[config.mk]
export PLATFORM = sky130hd
export DESIGN_NAME = hack_screen_scan_flat
export DESIGN_NICKNAME = d
export VERILOG_FILES = /design/src/rtl/hack_screen_pkg.sv /design/src/rtl/hack_screen_scan_if.sv /design/src/rtl/hack_vga_timing.sv /design/src/rtl/hack_screen_scan.sv /design/src/flat_wrapper.sv
export SDC_FILE = /design/constraint.sdc
export NUM_CORES = 1
export LEC_CHECK = 0
export BUFFER_PORTS_ARGS = -buffer_cell sky130_fd_sc_hd__buf_2
export CORE_MARGIN = 5
export CORE_UTILIZATION = 55
export DETAILED_ROUTE_END_ITERATION = 8
export PLACE_DENSITY_LB_ADDON = 0.12
export REMOVE_ABC_BUFFERS = 1
export SETUP_SLACK_MARGIN = 0.15
export SLEW_MARGIN = 5
export SYNTH_ARGS = -nofsm -noshare
export SYNTH_HDL_FRONTEND = slang
export SYNTH_SLANG_ARGS = --single-unit
[constraint.sdc]
create_clock -name clk -period 5.8 [get_ports clk]
set_input_delay 0.87 -clock clk [delete_from_list [all_inputs] [get_ports clk]]
set_output_delay 0.87 -clock clk [all_outputs]
set_load 0.05 [all_outputs]
[src/rtl/hack_screen_pkg.sv]
// Shared constants and types for the Hack screen scan-out engine:
// 640x480@60 VGA timing, framebuffer geometry and the scan position type.
package hack_screen_pkg;

  localparam int H_VIS   = 640;
  localparam int H_FP    = 16;
  localparam int H_SYNC  = 96;
  localparam int H_BP    = 48;
  localparam int H_TOTAL = H_VIS + H_FP + H_SYNC + H_BP;

  localparam int V_VIS   = 480;
  localparam int V_FP    = 10;
  localparam int V_SYNC  = 2;
  localparam int V_BP    = 33;
  localparam int V_TOTAL = V_VIS + V_FP + V_SYNC + V_BP;

  localparam logic [15:0] SCREEN_BASE   = 16'h4000;
  localparam int          SCREEN_WORDS  = 8192;
  localparam int          WORDS_PER_ROW = 32;
  localparam int          WORD_BITS     = 16;
  localparam int          FB_AW         = $clog2(SCREEN_WORDS);

  localparam int IMG_W = WORDS_PER_ROW * WORD_BITS;
  localparam int IMG_H = SCREEN_WORDS / WORDS_PER_ROW;

  typedef logic [9:0] hcnt_t;
  typedef logic [9:0] vcnt_t;

  typedef struct packed {
    hcnt_t h;
    vcnt_t v;
  } scan_pos_t;

  // Each image row occupies 32 consecutive words, so the address is {row, word}.
  function automatic logic [FB_AW-1:0] fb_word_addr(input logic [7:0] row,
                                                    input logic [4:0] k);
    return {row, k};
  endfunction

endpackage

[src/rtl/hack_screen_scan_if.sv]
// Framebuffer read port and video output bundle of the scan-out engine.
// master = scan engine side, slave = RAM / video sink side.
interface hack_screen_scan_if;
  import hack_screen_pkg::*;

  logic [FB_AW-1:0]     fb_addr;
  logic                 fb_rd;
  logic [WORD_BITS-1:0] fb_rdata;
  logic                 px;
  logic                 de;
  logic                 hsync;
  logic                 vsync;
  logic                 frame_start;

  modport master (
    output fb_addr, fb_rd, px, de, hsync, vsync, frame_start,
    input  fb_rdata
  );

  modport slave (
    input  fb_addr, fb_rd, px, de, hsync, vsync, frame_start,
    output fb_rdata
  );

endinterface

[src/rtl/hack_vga_timing.sv]
// 800x525 VGA raster counters with registered hsync/vsync/de/frame_start decode.
// Decoded outputs lag the exported counter position by exactly one cycle.
module hack_vga_timing
  import hack_screen_pkg::*;
(
  input  logic      clk,
  input  logic      reset,
  output scan_pos_t o_pos,
  output logic      o_de,
  output logic      o_hsync,
  output logic      o_vsync,
  output logic      o_frame_start
);

  hcnt_t r_h;
  vcnt_t r_v;
  logic  r_de;
  logic  r_hsync;
  logic  r_vsync;
  logic  r_frame_start;

  logic  w_h_last;
  logic  w_v_last;

  assign w_h_last = (r_h == hcnt_t'(H_TOTAL - 1));
  assign w_v_last = (r_v == vcnt_t'(V_TOTAL - 1));

  always_ff @(posedge clk or posedge reset) begin
    if (reset) begin
      r_h           <= '0;
      r_v           <= '0;
      r_de          <= 1'b0;
      r_hsync       <= 1'b1;
      r_vsync       <= 1'b1;
      r_frame_start <= 1'b0;
    end else begin
      // NOTE: non-blocking so the decode below sees the pre-edge counter values.
      r_h <= w_h_last ? '0 : r_h + 10'd1;
      if (w_h_last) begin
        r_v <= w_v_last ? '0 : r_v + 10'd1;
      end
      r_de          <= (r_h < hcnt_t'(H_VIS)) && (r_v < vcnt_t'(V_VIS));
      r_hsync       <= !((r_h >= hcnt_t'(H_VIS + H_FP)) &&
                         (r_h <  hcnt_t'(H_VIS + H_FP + H_SYNC)));
      r_vsync       <= !((r_v >= vcnt_t'(V_VIS + V_FP)) &&
                         (r_v <  vcnt_t'(V_VIS + V_FP + V_SYNC)));
      r_frame_start <= (r_h == '0) && (r_v == '0);
    end
  end

  assign o_pos         = '{h: r_h, v: r_v};
  assign o_de          = r_de;
  assign o_hsync       = r_hsync;
  assign o_vsync       = r_vsync;
  assign o_frame_start = r_frame_start;

endmodule

[src/rtl/hack_screen_scan.sv]
// Hack screen scan-out: centres the 512x256 framebuffer in a 640x480 raster.
// Build option HACK_SCREEN_BORDER_EN paints the visible border black (px=1).
module hack_screen_scan
  import hack_screen_pkg::*;
#(
  parameter int H_OFS = 64,
  parameter int V_OFS = 112
) (
  input logic                clk,
  input logic                reset,
  hack_screen_scan_if.master bus
);

`ifdef HACK_SCREEN_BORDER_EN
  localparam logic BORDER_PX = 1'b1;
`else
  localparam logic BORDER_PX = 1'b0;
`endif

  // fb_rd is a register, so the fetch is decided one count before it appears.
  localparam int FETCH_H0 = H_OFS - 3;
  localparam int LOAD_H0  = H_OFS - 1;

  scan_pos_t w_pos;
  logic      w_de;
  logic      w_hsync;
  logic      w_vsync;
  logic      w_frame_start;

  hack_vga_timing u_timing (
    .clk           (clk),
    .reset         (reset),
    .o_pos         (w_pos),
    .o_de          (w_de),
    .o_hsync       (w_hsync),
    .o_vsync       (w_vsync),
    .o_frame_start (w_frame_start)
  );

  logic                 w_win_line;
  logic                 w_win_col;
  logic                 w_vis;
  logic [9:0]           w_fetch_off;
  logic [9:0]           w_load_off;
  logic                 w_fetch;
  logic                 w_load;
  logic [7:0]           w_row;
  logic [4:0]           w_k;

  logic [FB_AW-1:0]     r_fb_addr;
  logic                 r_fb_rd;
  logic [WORD_BITS-1:0] r_shift;
  logic                 r_px;

  assign w_win_line = (w_pos.v >= vcnt_t'(V_OFS)) &&
                      (w_pos.v <= vcnt_t'(V_OFS + IMG_H - 1));
  assign w_win_col  = (w_pos.h >= hcnt_t'(H_OFS)) &&
                      (w_pos.h <= hcnt_t'(H_OFS + IMG_W - 1));
  assign w_vis      = (w_pos.h < hcnt_t'(H_VIS)) && (w_pos.v < vcnt_t'(V_VIS));

  assign w_fetch_off = w_pos.h - hcnt_t'(FETCH_H0);
  assign w_load_off  = w_pos.h - hcnt_t'(LOAD_H0);

  // One slot every 16 counts, 32 slots per window line, never a 33rd.
  assign w_fetch = w_win_line && (w_pos.h >= hcnt_t'(FETCH_H0)) &&
                   (w_fetch_off[3:0] == 4'd0) && (w_fetch_off[9:4] < 6'd32);
  assign w_load  = w_win_line && (w_pos.h >= hcnt_t'(LOAD_H0)) &&
                   (w_load_off[3:0] == 4'd0) && (w_load_off[9:4] < 6'd32);

  assign w_row = 8'(w_pos.v - vcnt_t'(V_OFS));
  assign w_k   = w_fetch_off[8:4];

  always_ff @(posedge clk or posedge reset) begin
    if (reset) begin
      r_fb_addr <= '0;
      r_fb_rd   <= 1'b0;
      r_shift   <= '0;
      r_px      <= 1'b0;
    end else begin
      r_fb_rd <= w_fetch;
      if (w_fetch) begin
        r_fb_addr <= fb_word_addr(w_row, w_k);
      end
      // The reload lands on the last pixel of the previous word, so it wins over the shift.
      if (w_load) begin
        r_shift <= bus.fb_rdata;
      end else if (w_win_line && w_win_col) begin
        r_shift <= {1'b0, r_shift[WORD_BITS-1:1]};
      end
      r_px <= w_vis && ((w_win_line && w_win_col) ? r_shift[0] : BORDER_PX);
    end
  end

  assign bus.fb_addr     = r_fb_addr;
  assign bus.fb_rd       = r_fb_rd;
  assign bus.px          = r_px;
  assign bus.de          = w_de;
  assign bus.hsync       = w_hsync;
  assign bus.vsync       = w_vsync;
  assign bus.frame_start = w_frame_start;

endmodule
[src/flat_wrapper.sv]
// flat-port wrapper written by rule: the top's interface ports become plain ports
module hack_screen_scan_flat import hack_screen_pkg::*;
#(
  parameter int H_OFS = 64,
  parameter int V_OFS = 112
)
  (clk, reset, bus_fb_addr, bus_fb_rd, bus_px, bus_de, bus_hsync, bus_vsync, bus_frame_start, bus_fb_rdata);
  hack_screen_scan_if bus_i ();
  input logic clk;
  input logic reset;
  output wire logic [$bits(bus_i.fb_addr)-1:0] bus_fb_addr;
  output wire logic [$bits(bus_i.fb_rd)-1:0] bus_fb_rd;
  output wire logic [$bits(bus_i.px)-1:0] bus_px;
  output wire logic [$bits(bus_i.de)-1:0] bus_de;
  output wire logic [$bits(bus_i.hsync)-1:0] bus_hsync;
  output wire logic [$bits(bus_i.vsync)-1:0] bus_vsync;
  output wire logic [$bits(bus_i.frame_start)-1:0] bus_frame_start;
  input wire logic [$bits(bus_i.fb_rdata)-1:0] bus_fb_rdata;
  assign bus_fb_addr = bus_i.fb_addr;
  assign bus_fb_rd = bus_i.fb_rd;
  assign bus_px = bus_i.px;
  assign bus_de = bus_i.de;
  assign bus_hsync = bus_i.hsync;
  assign bus_vsync = bus_i.vsync;
  assign bus_frame_start = bus_i.frame_start;
  assign bus_i.fb_rdata = bus_fb_rdata;
  hack_screen_scan #(.H_OFS(H_OFS), .V_OFS(V_OFS)) u_core (.clk(clk), .reset(reset), .bus(bus_i));
endmodule
Yosys cells after proc, flatten, opt, wreduce, memory -nomap -nowiden
Cells that the tools add are included.
Cells by class
  add/subtract/negate cells: 5
  $lt $le $gt $ge: 14
  equal/unequal tests: 2
  muxes and demuxes: 5
  reduce and logical (&&, ||, !) cells: 21
Operators with widths (number)
  $mux W16: 2
  $add A10 B1 Y10 const B: 2
  $eq A10 B10 Y1 const B: 2
  $ge A10 B6 Y1 const B: 2
  $ge A10 B7 Y1 const B: 2
  $logic_not A10 Y1: 2
  $lt A10 B10 Y1 const B: 2
  $lt A10 B9 Y1 const B: 2
  $mux W10: 2
  $sub A10 B6 Y10 const B: 2
  $logic_and A1 B1 Y1: 14
  $lt A6 B6 Y1 const B: 2
  $ge A10 B10 Y1 const B: 1
  $ge A10 B9 Y1 const B: 1
  $le A10 B10 Y1 const B: 1
  $le A10 B9 Y1 const B: 1
  $logic_not A4 Y1: 2
  $sub A8 B7 Y8 const B: 1
  $logic_not A1 Y1: 2
  $reduce_bool A2 Y1: 1
  $mux W1: 1
Word-level totals
  flip-flop bits (word level): 55
  bits of input ports: 18
  output and inout port bits: 19
  word-level logic and storage cells: 57

Longest topological paths before layout
  depth in word-level cells: 6
  depth in mapped cells: 9
  mapped depth without buffers: 7

Modules after synthesis
Synthesis repeated with hierarchy kept, for this count alone.
Second synthesis, totals
  cells, all modules: 260
  area total of the unflattened synthesis: 2765.2 um^2
By module, submodules not included
  hack_screen_scan: times used 1, cells each 143, area an instance 1589.0 um^2, seq. area each 775.7 um^2
  hack_vga_timing: times used 1, cells each 117, area an instance 1176.1 um^2, seq. area each 603.1 um^2

Worst setup path after synthesis
No wires, ideal clock.
  path type: reg2reg
  start point: register u_core.u_timing.r_h[0]
  end point: register u_core.r_fb_addr[0] (netlist: u_core.bus.fb_addr[0])
  setup time: 0.125 ns
  arrival: 2.232 ns
  required time: 5.675 ns
  slack: 3.443 ns
  cell stages (with the launch flop): 10
  buffers on the path: 2
  period minus slack after synthesis: 2.357 ns
  cells stage by stage: dfrtp_1 clkbuf_1 inv_1 ha_1 nor3_1 mux2i_1 o32a_1 nor4b_4 buf_8 mux2_4
Between the ends
  cells in the longest elaborated chain, start to end: 4
  elaborated cells on any way between the ends: 7
  those cells by class: add/sub: 1; order compare: 2; reduce/logical: 4
Ends and longest elaborated chain
  from (decl): RTL line hack_vga_timing.sv:15  | hcnt_t r_h;
  from (signal assigned): RTL line hack_vga_timing.sv:38  | r_h <= w_h_last ? '0 : r_h + 10'd1;
  branches (longest 3 deep; another with $sub A10 B6 Y10)
  $logic_and A1 B1 Y1 *: RTL line hack_screen_scan.sv:66  | (w_fetch_off[3:0] == 4'd0) && (w_fetch_off[9:4] < 6'd32);
  via u_core.w_fetch: RTL line hack_screen_scan.sv:45  | logic w_fetch;
  to (signal assigned): RTL line hack_screen_scan.sv:82  | r_fb_addr <= fb_word_addr(w_row, w_k);
  to (decl): RTL line hack_screen_scan.sv:50  | logic [FB_AW-1:0] r_fb_addr;
Mark *: on every way through the listed nets, which the timed path passes.
A chain may end at the register's enable or synchronous reset.

Worst setup path in the final report
  start point: register u_core.u_timing.r_h[0]
  end point: register u_core.r_shift[12]
Between the ends
  cells in the longest elaborated chain, start to end: 5
  elaborated cells on any way between the ends: 13
  those cells by class: add/sub: 1; order compare: 4; mux: 1; reduce/logical: 7
Ends and longest elaborated chain
  branches (longest 5 deep; another with $sub A10 B6 Y10)
  to (signal assigned): RTL line hack_screen_scan.sv:86  | r_shift <= bus.fb_rdata;
  to (signal assigned): RTL line hack_screen_scan.sv:88  | r_shift <= {1'b0, r_shift[WORD_BITS-1:1]};
  to (decl): RTL line hack_screen_scan.sv:52  | logic [WORD_BITS-1:0] r_shift;
Parallel ways; which one is timed is not known.

==> results by group <==
Clock network
  • Post-CTS setup buffer count: 0
  • Clock Sinks: 55
  • Post_cts resized: 0
  • Worst-Skew Late Latency: 300 ps
  • Hold buffer count at cts: 0
  • H-tree levels: 2
  • Num CTS Buffers: 5
  • CTS max path bufs: 2
  • CTS tree: done
  • Worst-path clk slew: 100 ps
  • Root Driver: clkbuf_8

Power and ir drop
  • Worst vdd ir: around 0.14 mV
  • Leak: 1.456 nW
  • Power per cell area: roughly 190 mW/mm²

Setup path
  • CP bufs+invs: 0
  • Startpoint types: register
  • Kind of end point of the critical path: register
  • Worst-path cell chain: ha_1, nand2_1, o31ai_1, nand4_1, a41oi_1, a21oi_1
  • Reg2reg end: u_core.r_shift[12]$_DFFE_PP0P_
  • Max stage delay on crit path: 620 ps
  • FF-to-FF path depth: 6
  • Worst path slowest cell: nand4_1
  • Crit Path Class: register to register
  • Cell family with most CP delay: compound AO/OA/AOI/OAI gates
  • Required time worst endpoint: 5990 ps
  • CP arrival: 3130 ps
  • Peak fanout along the critical path: 17
  • RR Startpoint: u_core.u_timing.r_h[0]$_DFF_PP0_
  • Reg2reg setup slack: 2850 ps

STA
  • TNS Setup: 0 ps
  • Max-slew headroom: 0.1910
  • Hold Vio Cnt, Final: 0
  • Worst Setup Slack, final: 2854 ps
  • Tmin final: 2946 ps
  • RSZ-0062 raised after global routing: no
  • Fmax: 0.3394 GHz
  • Layout Skew: 6.715 ps
  • Final setup fails: 0
  • Slew Limit Fails: 0
  • Final Cycle Share: 0.5080
  • Slew @ Worst Pin: between 1000 and 1500 ps

Drt
  • DRT iter0 DRCs: 137
  • Via count: between 2k and 2.5k
  • Wirelength per Cell: ~16 µm
  • Final ANT Viol Nets: 0
  • Vias/cell: roughly 5.8
  • Drt pass-1 iters: 4
  • DRC: 0
  • WL final: between 6000 and 7000 µm

Floorplanning
  • Row count: 27
  • I/O pin total: 37
  • Die Span Y: between 80 and 90 µm
  • Die area: about 0.0072 mm²
  • Initial Util: 0.5620
  • Core area: 0.005473 mm²
  • Die width: 84.78 µm

Cells and area
  • Share of layout cells above drive strength 1: 0.1976
  • Most frequent cells in the layout: dfrtp_1, buf_2, nor2_1
  • # nets final: 362
  • Area Overhead vs Synth: 8.788%
  • Most common cell after layout, fill and taps aside: dfrtp_1
  • Antenna cells: 0
  • Fin cells: slightly above 400

Synthesis
  • Synth area leader: dfrtp_1
  • Cells after Synth: 311
  • Post-synth EDFFs: 0
  • Adder-cell share of the synthesized area: 0.04475
  • Main synth FF type: dfrtp_1
  • Post-synth ARST share: 1.000
  • Share of the yosys chip area belonging to registers: 0.4483
  • Mean Syn Cell Area: approximately 9.9 µm²
  • Yosys reg bits: 55
  • Synth top area cells: dfrtp_1, o21ai_0, ha_1
  • Warnings from Yosys: 0
  • Mux share of post-synthesis cell area: 0.06184
  • Largest family of logic cells by synthesized area: compound AO/OA/AOI/OAI gates
  • Complex-gate fraction of the synthesized area: 0.1725
  • Synthesized area: approximately 0.003 mm²
  • XOR/XNOR Fraction of Synth Area: 0.04841
  • Simple-gate share of the synthesized area: 0.1721
  • Synth cell types: 48
  • Post-synth top area share: 0.4312

Global route
  • Grt total ovfl: 0
  • Tot GR Track Use: 0.1931
  • Pin count of the biggest net entering global routing: 56
  • Global-route wire length before repair: 11,420 µm
  • Initial antenna violation count: 0
  • Vias in the first global route: 2,375

Min path
  • HP Start: u_core.r_shift[15]$_DFFE_PP0P_
  • Hold Crit Class: register to register
  • Worst hold path cell count: 2
  • Hold EP: u_core.r_shift[15]$_DFFE_PP0P_

Flow run
  • Max Cap Violations: 0

Run status
  • Outcome: finished, final reports clean

Placed design
  • Port bufs: 36
  • Placed cells: 397
  • Hpwl dp: 4507 µm
  • Gpl congestion: roughly 0.88
  • Dpl ws: 2914 ps
==> cell usage after synthesis (all sizes together), types with 5 or more instances <==
master / number
a21oi: 18
a41oi: 15
buf: 11
clkbuf: 13
dfrtp: 53
ha: 11
inv: 10
mux2: 13
nand2: 20
nand3: 8
nand4: 7
nand4b: 5
nor2: 31
nor3: 10
o21ai: 28
xnor2: 7
xor2: 10
==> routing by layer <==
metal,wire length (µm),share of wire,GRT usage
met1,2978,0.46,0.2740
met2,3190,0.49,0.3068
met3,241,0.037,0.03631
met4,60,0.0093,0.04604
met5,0,0,0
==> state kept, by name (all words and copies together) (netlist names) <==
register,flops
u_core.u_timing.o_hsync,1
u_core.u_timing.o_frame_start,1
u_core.u_timing.o_vsync,1
u_core.bus.fb_rd,1
u_core.bus.px,1
u_core.u_timing.r_h,10
u_core.bus.fb_addr,13
u_core.u_timing.o_de,1
u_core.r_shift,16
u_core.u_timing.r_v,10
==> through the flow <==
stage	cell area (µm²)	power (mW)	utilization	hold WS, ps
final	3346	0.6273	0.6113	501.8
after floorplan	2953	0.3964	-	442.1
after CTS	3338	0.6314	0.6100	499.2
after detailed placement	3238	0.4048	0.5917	471.2
after global routing	3346	0.6526	0.6113	528.8
after global placement	3238	0.4047	0.5917	463.2
==> tightest hold or removal path: stages (launching register included) <==
cell and delay [ps]:
dfrtp_1 360, nand2_1 50, o31ai_1 50
==> cell type report <==
class / instances / area, µm²
clock buffer: 8 / 100.1
fill: 493 / 2127
inverter: 10 / 37.54
multi-input combinational: 222 / 1536
sequential: 55 / 1379
tap: 72 / 90.09
timing repair buffer: 39 / 202.7
==> power breakdown <==
part	leakage (nW)	internal (mW)	switching, mW
Clock	0.0515	0.109	0.121
Sequential	0.658	0.383	0
Combinational	0.746	0.00450	0.00887
Total	1.46	0.497	0.130
==> how the worst max path moves through the flow <==
| stage | start | to | slack (ps) | depth (start not counted) |
|---|---|---|---|---|
| floorplan | u_core.u_timing.r_h[0]$_DFF_PP0_ | u_core.bus.fb_addr[10]$_DFFE_PP0P_ | 3270 | 7 |
| global placement | u_core.u_timing.r_h[0]$_DFF_PP0_ | u_core.bus.fb_addr[9]$_DFFE_PP0P_ | 2940 | 7 |
| detailed placement | u_core.u_timing.r_v[4]$_DFFE_PP0P_ | u_core.bus.fb_addr[10]$_DFFE_PP0P_ | 2910 | 7 |
| CTS | u_core.u_timing.r_v[4]$_DFFE_PP0P_ | u_core.bus.fb_addr[10]$_DFFE_PP0P_ | 2900 | 7 |
| global route | u_core.u_timing.r_h[0]$_DFF_PP0_ | u_core.r_shift[4]$_DFFE_PP0P_ | 2610 | 6 |
| finish | u_core.u_timing.r_h[0]$_DFF_PP0_ | u_core.r_shift[12]$_DFFE_PP0P_ | 2850 | 6 |
==> logic make-up (layout without fill, tap and decap cells) <==
kind of cell | count (synthesis) | count (layout)
buffers and inverters | 34 | 57
muxes | 14 | 14
and+or+nand+nor | 101 | 101
adders and majority gates | 11 | 11
AOI/OAI and AO/OA | 79 | 79
xor gates and xnor gates | 17 | 17
DFF | 55 | 55
Note: power is estimated with default switching activity, not from simulation.
